**config.mk**
```make
export PLATFORM = sky130hd
export DESIGN_NAME = rr_grant_arbiter
export DESIGN_NICKNAME = d
export VERILOG_FILES = /design/src/rtl/rr_grant_arbiter.sv
export SDC_FILE = /design/constraint.sdc
export NUM_CORES = 1
export LEC_CHECK = 0
export CAP_MARGIN = 0
export CORE_MARGIN = 2
export CORE_UTILIZATION = 52
export CTS_CLUSTER_SIZE = 40
export DETAILED_ROUTE_END_ITERATION = 8
export HOLD_SLACK_MARGIN = 0.05
export PLACE_DENSITY = 0.77
export RECOVER_POWER = 50
export SLEW_MARGIN = 10
export SYNTH_ARGS = -nofsm -noshare
export SYNTH_HDL_FRONTEND = slang
export SYNTH_SLANG_ARGS = --single-unit
```
**constraint.sdc**
```tcl
create_clock -name clk -period 3.3 [get_ports clk]
set_clock_uncertainty 0.05 [all_clocks]
set_input_delay 0.825 -clock clk [delete_from_list [all_inputs] [get_ports clk]]
set_output_delay 0.825 -clock clk [all_outputs]
set_load 0.1 [all_outputs]
```
**src/rtl/rr_grant_arbiter.sv**
```systemverilog
// rr_grant_arbiter: round-robin arbiter sharing one resource among N=8 requesters.
// Rotating priority pointer plus a per-owner hold limit (MAX_HOLD) for fairness.
//
// Ports:
//   clk          in   rising-edge clock
//   rst_n        in   asynchronous active-low reset
//   en           in   arbiter enable; low drops/blocks any grant
//   req[N-1:0]   in   request vector, bit i = requester i wants/keeps resource
//   grant[N-1:0] out  registered one-hot grant (zero when no owner)
//   grant_idx    out  binary index of owner; holds last value when idle
//   grant_valid  out  OR of grant
//   switch_pulse out  one-cycle pulse alongside each new grant
module rr_grant_arbiter #(
  parameter int N        = 8,
  parameter int MAX_HOLD = 16
) (
  input  logic                 clk,
  input  logic                 rst_n,
  input  logic                 en,
  input  logic [N-1:0]         req,
  output logic [N-1:0]         grant,
  output logic [$clog2(N)-1:0] grant_idx,
  output logic                 grant_valid,
  output logic                 switch_pulse
);
  localparam int IW = $clog2(N);

  typedef enum logic {IDLE, BUSY} state_t;

  state_t          state_q, state_d;
  logic [IW-1:0]   ptr_q, ptr_d;
  logic [7:0]      hold_q, hold_d;
  logic [N-1:0]    grant_q, grant_d;
  logic [IW-1:0]   idx_q, idx_d;
  logic            pulse_q, pulse_d;

  // Candidates exclude the current owner: on release its bit is already low,
  // on preemption the owner must not win again. In IDLE grant_q is zero, so
  // the same search serves the initial arbitration.
  logic [N-1:0]    cand;
  logic            found;
  logic [IW-1:0]   win;
  logic [IW-1:0]   c;

  always_comb begin
    cand  = req & ~grant_q;
    found = 1'b0;
    win   = ptr_q;
    c     = ptr_q;
    // Walk from the farthest offset down so the closest-to-ptr hit wins.
    for (int i = N - 1; i >= 0; i--) begin
      c = ptr_q + IW'(i);
      if (cand[c]) begin
        found = 1'b1;
        win   = c;
      end
    end
  end

  always_comb begin
    state_d = state_q;
    ptr_d   = ptr_q;
    hold_d  = hold_q;
    grant_d = grant_q;
    idx_d   = idx_q;
    pulse_d = 1'b0;

    case (state_q)
      IDLE: begin
        if (en && found) begin
          state_d = BUSY;
          grant_d = N'(1) << win;
          idx_d   = win;
          ptr_d   = win + IW'(1);
          hold_d  = 8'd1;
          pulse_d = 1'b1;
        end
      end
      BUSY: begin
        if (!en || (!req[idx_q] && !found)) begin
          // Disabled, or owner released with nobody waiting.
          state_d = IDLE;
          grant_d = '0;
          hold_d  = 8'd0;
        end else if (!req[idx_q] || (hold_q == 8'(MAX_HOLD) && found)) begin
          // Release hand-off or hold-limit preemption, same edge.
          grant_d = N'(1) << win;
          idx_d   = win;
          ptr_d   = win + IW'(1);
          hold_d  = 8'd1;
          pulse_d = 1'b1;
        end else if (hold_q == 8'(MAX_HOLD)) begin
          // Sole requester: restart its hold window silently.
          hold_d  = 8'd1;
        end else if (hold_q != 8'hFF) begin
          hold_d  = hold_q + 8'd1;
        end
      end
      default: begin
        state_d = IDLE;
        grant_d = '0;
      end
    endcase
  end

  always_ff @(posedge clk or negedge rst_n) begin
    if (!rst_n) begin
      state_q <= IDLE;
      ptr_q   <= '0;
      hold_q  <= '0;
      grant_q <= '0;
      idx_q   <= '0;
      pulse_q <= 1'b0;
    end else begin
      state_q <= state_d;
      ptr_q   <= ptr_d;
      hold_q  <= hold_d;
      grant_q <= grant_d;
      idx_q   <= idx_d;
      pulse_q <= pulse_d;
    end
  end

  assign grant        = grant_q;
  assign grant_idx    = idx_q;
  assign grant_valid  = |grant_q;
  assign switch_pulse = pulse_q;

endmodule

```
* Word level (Yosys, flattened, before mapping)
Index checks and enable logic that the tools add are counted.
Widths: inputs -> output; s select.
** Word-level totals
- Output and inout bits :: 13
- Bits in registers :: 24
- Input port bits :: 11
- Logic and storage cells :: 105
** Operators by class
- Magnitude comparators :: 9
- Multiplexer cells :: 58
- Reduce and logical (&&, ||, !) cells :: 12
- Equal/unequal tests :: 7
- Bitwise operators :: 3
- Shift operators :: 1
- Add/subtract/negate cells :: 9
** Operators by type and width (number)
- $mux 8 :: 8
- $mux 3 :: 14
- $lt 3x4->1 const B :: 9
- $pmux 8 s2 :: 2
- $bmux 1 s3 :: 9
- $mux 1 :: 21
- $add 3x3->3 const B :: 4
- $pmux 3 s2 :: 2
- $add 8x1->8 const B :: 1
- $and 8x8->8 :: 1
- $eq 8x5->1 const B :: 1
- $ne 8x8->1 const B :: 1
- $not 8->8 :: 1
- $reduce_or 8->1 :: 1
- $shl 1x3->8 const A :: 1
- $add 3x1->3 const B :: 2
- $add 3x2->3 const B :: 2
- $ne 5x1->1 const B :: 1
- $ne 2x2->1 const B :: 2
- $pmux 1 s2 :: 2
- $reduce_and 2->1 :: 2
- $logic_and 1x1->1 :: 3
- $logic_not 1->1 :: 3
- $ne 3x1->1 const B :: 1
- 4 further kinds :: 5

* Logic depth before layout (Yosys ltp)
- Word-level depth :: 17
- Mapped depth :: 13
- Mapped depth without buffers :: 11

* Worst setup path after synthesis
Ideal clock, no wire load.
- Kind :: reg-to-reg
- From :: register grant_q[0] (netlist: grant[0])
- To :: register grant_q[7] (netlist: grant[7])
- Setup time :: 0.123 ns
- Clock period less this slack :: 3.415 ns
- Data arrival time :: 3.242 ns
- Stages on the path, launching flop included :: 10
- Slack :: -0.115 ns
- Path through :: dfrtp_1 nand2b_1 mux4_2 mux2_2 a2111oi_0 o31ai_1 a31o_1 ha_1 ha_1 a22o_1
** On the way
- Word-level cells in the longest chain between the ends :: 17
- Elaborated cells between the ends (all ways) :: 48
- Those cells by class :: eq/ne: 2; shift: 1; mux: 36; bitwise: 2; reduce/logical: 7
** RTL lines
- start: declaration :: line 33 : logic [N-1:0] grant_q, grant_d;
- start signal: assignment :: line 118 : grant_q <= grant_d;
- $not 8->8 * :: line 46 : cand = req & ~grant_q;
- $and 8x8->8 * :: line 46
- $bmux 1 s3 :: line 53 : if (cand[c]) begin
- $mux 1 (implied by the code) :: line 53
- $mux 1 (8 in series) :: line 53
- $logic_not 1->1 :: line 80 : if (!en || (!req[idx_q] && !found)) begin
- $logic_and 1x1->1 :: line 80
- $logic_or 1x1->1 :: line 80
- $mux 8 or $ne 3x1->1 (tied branches)
- $pmux 8 s2 or $reduce_and 2->1 (tied branches)
Every way passes the cells marked *; elsewhere a longest branch is shown, timed or not. The select of a mux whose other input is x is not followed.
A chain may end at the register's enable or synchronous reset.

* Worst setup path after layout
- From :: input req[3]
- To :: register grant_q[7] (netlist: grant[7])
** On the way
- Word-level cells in the longest chain between the ends :: 16
- Elaborated cells between the ends (all ways) :: 50
- Those cells by class :: eq/ne: 2; shift: 1; mux: 38; bitwise: 1; reduce/logical: 8
** RTL lines
- start: declaration :: line 20 : input logic [N-1:0] req,
- $and 8x8->8 :: line 46
- $bmux 1 s3 :: line 53
- $mux 1 (implied by the code) :: line 53
- $mux 1 (8 in series) :: line 53
- $logic_not 1->1 :: line 80
- $logic_and 1x1->1 :: line 80
- $logic_or 1x1->1 :: line 80
- $mux 8 or $ne 3x1->1 (tied branches)
- $pmux 8 s2 or $reduce_and 2->1 (tied branches)
Several ways; a longest one is shown, not always the timed one. The select of a mux whose other input is x is not followed.

==> impl_results.rst <==
.. list-table::
   :header-rows: 1

   * - Metric
     - Value
   * - Crit. End Element
     - flop
   * - Required time reported for the critical path endpoint
     - 3410 ps
   * - Min-Delay Path Class
     - reg2reg
   * - Post-CTS Hold Fix Bufs
     - 0
   * - Critical Path Start
     - req[3]
   * - Leading register cell type out of synthesis
     - dfrtp_1
   * - Violated checks
     - setup timing
   * - Global-route wire length before repair
     - 12.1 mm
   * - Number of global-route vias before repair
     - 2377
   * - Outcome
     - complete, but fails checks
   * - EDFF count, synth
     - 0
   * - DRC violation total after the first TritonRoute iteration
     - 300
   * - Area delta synth->final
     - 39.1%
   * - Fraction of layout cells with a size suffix above 1
     - 43.0%
   * - # nets final
     - 343
   * - Synthesized area per cell
     - 9.82 um^2
   * - Floorplan row count
     - 24
   * - Die area
     - 5040 um^2
   * - # port buffers
     - 23
   * - Pre-antenna DRT Iters
     - 5
   * - Die outline width
     - 71.0 um
   * - Total Routing Usage GR
     - 30.8%
   * - Clock insertion delay at the later pin of the skew report
     - 270 ps
   * - Filler Cells Inserted
     - 290
   * - Worst-case register-to-register setup slack
     - 60 ps
   * - Measured slew at the worst slew-check pin
     - 1250 ps
   * - Reg-to-Reg End
     - grant[7]$_DFFE_PN0P_
   * - Shortest clock period the worst path allows after layout
     - 3300 ps
   * - WL/cell
     - 22.2 um
   * - Die height
     - 71.0 um
   * - Slew headroom
     - 16.4%
   * - H-tree depth
     - 1
   * - Last weighted congestion value of the routability-driven placer
     - 0.981
   * - Starting density of the core
     - 53.6%
   * - Share of synthesized flip-flops with an asynchronous set or reset
     - 100%
   * - Summed instance area of the synthesized netlist
     - 2340 um^2
   * - Pre-CTS worst setup slack
     - -577 ps
   * - Via density
     - 6.95
   * - Final-report hold violation count
     - 0
   * - Final HPWL DP
     - 5.45 mm
   * - Seq/Total Area, Yosys
     - 25.7%
   * - Synth warnings
     - 0
   * - Unrepaired setup endpoints after global routing
     - yes
   * - Post-route antenna net violation count
     - 0
   * - Startpoint of the worst-slack reg-to-reg timing path
     - ptr_q[0]$_DFFE_PN0P_
   * - Synthesized instance count
     - 238
   * - Worst reg2reg path depth
     - 11
   * - Final WL
     - 8.27 mm
   * - Clock-pin slew on the worst setup and hold paths
     - 80 ps
   * - Tcrit/Tclk final
     - 100%
   * - Max-cap violation count
     - 0
   * - Count of boundary I/O pins
     - 24
   * - Total clock buffers created by CTS
     - 3
   * - Clock Sinks
     - 24
   * - Count of unique library cells instantiated by Yosys
     - 61
   * - Critical path arrival
     - 3410 ps
   * - Total number of vias
     - 2591
   * - Number of diodes added for antenna fixing
     - 0
   * - Largest net degree at the start of global routing
     - 25
   * - Flops & latches, synth
     - 24
   * - Max Fclk
     - 303 MHz
   * - Final routed DRC violation total
     - 0
   * - Net count of the mapped netlist
     - 259
   * - Startpoint type of the worst setup path
     - primary input
   * - Number of antenna violations at the first check in global routing
     - 0
   * - Critical path class
     - in2reg
   * - Setup-failing EPs final
     - 1
   * - Root Driver
     - clkbuf_8
   * - Core footprint
     - 4350 um^2
   * - Top fanout value on the critical path
     - 4
   * - Worst path setup slack after routing
     - -3.86 ps
   * - Clock tree from TritonCTS
     - yes
   * - Remaining global-route overflow
     - 0
   * - Max clock buf depth
     - 2
   * - Number of pins exceeding their max-slew limit in the final report
     - 0
   * - Endpoint of the worst setup timing path
     - grant[7]$_DFFE_PN0P_
## cell type report
cell class                      count  area (um^2)  share of cell area [%]
Multi-Input combinational cell    190         1770                    54.6
Timing Repair Buffer               91          681                    20.9
Sequential cell                    24          611                    18.8
Tap cell                           52         65.1                    2.00
Inverter                           12         48.8                    1.50
Clock buffer                        3         41.3                    1.27
Clock inverter                      1         30.0                   0.924
## flip-flops by register name (all words and copies together), names as in the netlist
name,cells
grant,8
hold_q,8
grant_idx,3
ptr_q,3
state_q,1
switch_pulse,1
## metal layers
metal	global-route usage [%]	share of wire (%)	vias up
li1	-	-	1102
met1	41.9	39	1280
met2	51.3	49	170
met3	2.85	7.6	39
met4	12.2	4.3	0
met5	0	0	-
## worst min-delay path by stage
stage | start | end | depth (start not counted)
floorplan | hold_q[6]$_DFFE_PN0P_ | hold_q[6]$_DFFE_PN0P_ | 1
global placement | hold_q[6]$_DFFE_PN0P_ | hold_q[6]$_DFFE_PN0P_ | 1
finish | hold_q[6]$_DFFE_PN0P_ | hold_q[6]$_DFFE_PN0P_ | 1
CTS | hold_q[6]$_DFFE_PN0P_ | hold_q[6]$_DFFE_PN0P_ | 1
detailed placement | hold_q[6]$_DFFE_PN0P_ | hold_q[6]$_DFFE_PN0P_ | 1
global route | hold_q[6]$_DFFE_PN0P_ | hold_q[6]$_DFFE_PN0P_ | 1
## critical path, stage by stage
cell	delay (ps)
dlygate4sd2_1	250
nand2b_1	140
buf_4	190
mux4_2	510
mux2i_2	300
nor4_2	120
o221a_2	270
a31o_1	230
ha_2	200
ha_1	170
a22o_1	200
## synth_stat cells (all sizes together), types with 2 or more instances
master	n	area (um^2)
nor3	2	10.0
mux2i	8	80.1
clkbuf	3	11.3
a31oi	4	25.0
nor2b	8	50.1
nor3b	2	15.0
or4	4	33.8
o31ai	5	56.3
nand4	3	18.8
o211ai	5	37.5
buf	9	71.3
clkinv	2	7.51
a32o	6	60.1
a22o	4	35.0
inv	10	37.5
nand2b	10	62.6
nand3	6	30.0
nand2	16	60.1
nor2	15	56.3
nor4b	3	26.3
xnor2	3	26.3
a31o	2	17.5
o21ai	9	45.0
or4b	2	20.0
mux4	16	360
a21oi	10	50.1
and2	2	12.5
ha	10	125
a21boi	4	30.0
o21a	3	22.5
nor4	4	25.0
mux2	4	45.0
o2111ai	3	26.3
dfrtp	24	601
## placed cells by master, fill, tap and decap left out, types with 6 or more instances in the layout
cell type	n
a32o_1	6
nand2_1	16
dlygate4sd2_1	7
dfrtp_1	16
clkbuf_1	6
ha_1	7
mux4_2	16
nand2b_1	9
nor2b_1	8
a21oi_1	8
inv_1	9
dfrtp_2	8
nor2_1	15
nand3_1	6
buf_4	74
## kinds of logic (layout without fill, tap and decap cells)
| logic type | Yosys count | after routing | synth area share, % |
|---|---|---|---|
| flops | 24 | 24 | 25.7 |
| mux | 28 | 28 | 20.8 |
| buf+inv | 24 | 107 | 5.46 |
| fa+ha+maj | 10 | 10 | 5.36 |
| simple gates | 81 | 81 | 19.3 |
| compound gates | 67 | 67 | 21.9 |
| xor+xnor | 4 | 4 | 1.50 |
## what timing repair did
item	in CTS	in global routing
pin swaps	3	4
setup buffers	7	2
setup endpoints to repair	21	15
gates resized for setup	26	18
## through the flow
stage | util (%) | TNS (ps) | instance area [um^2] | cells | hold slack (ps)
after floorplan | - | 0 | 2350 | 238 | 437
after global placement | 68.3 | -7990 | 2970 | 360 | 462
after global routing | 74.6 | -1280 | 3250 | 373 | 523
final | 74.6 | -3.86 | 3250 | 373 | 490
after detailed placement | 68.3 | -9940 | 2970 | 360 | 471
after CTS | 73.1 | 0 | 3180 | 371 | 491
Power is left out: the tool's default activity adds up to more than one toggle a clock period on the data nets, which glitch-free logic cannot reach.
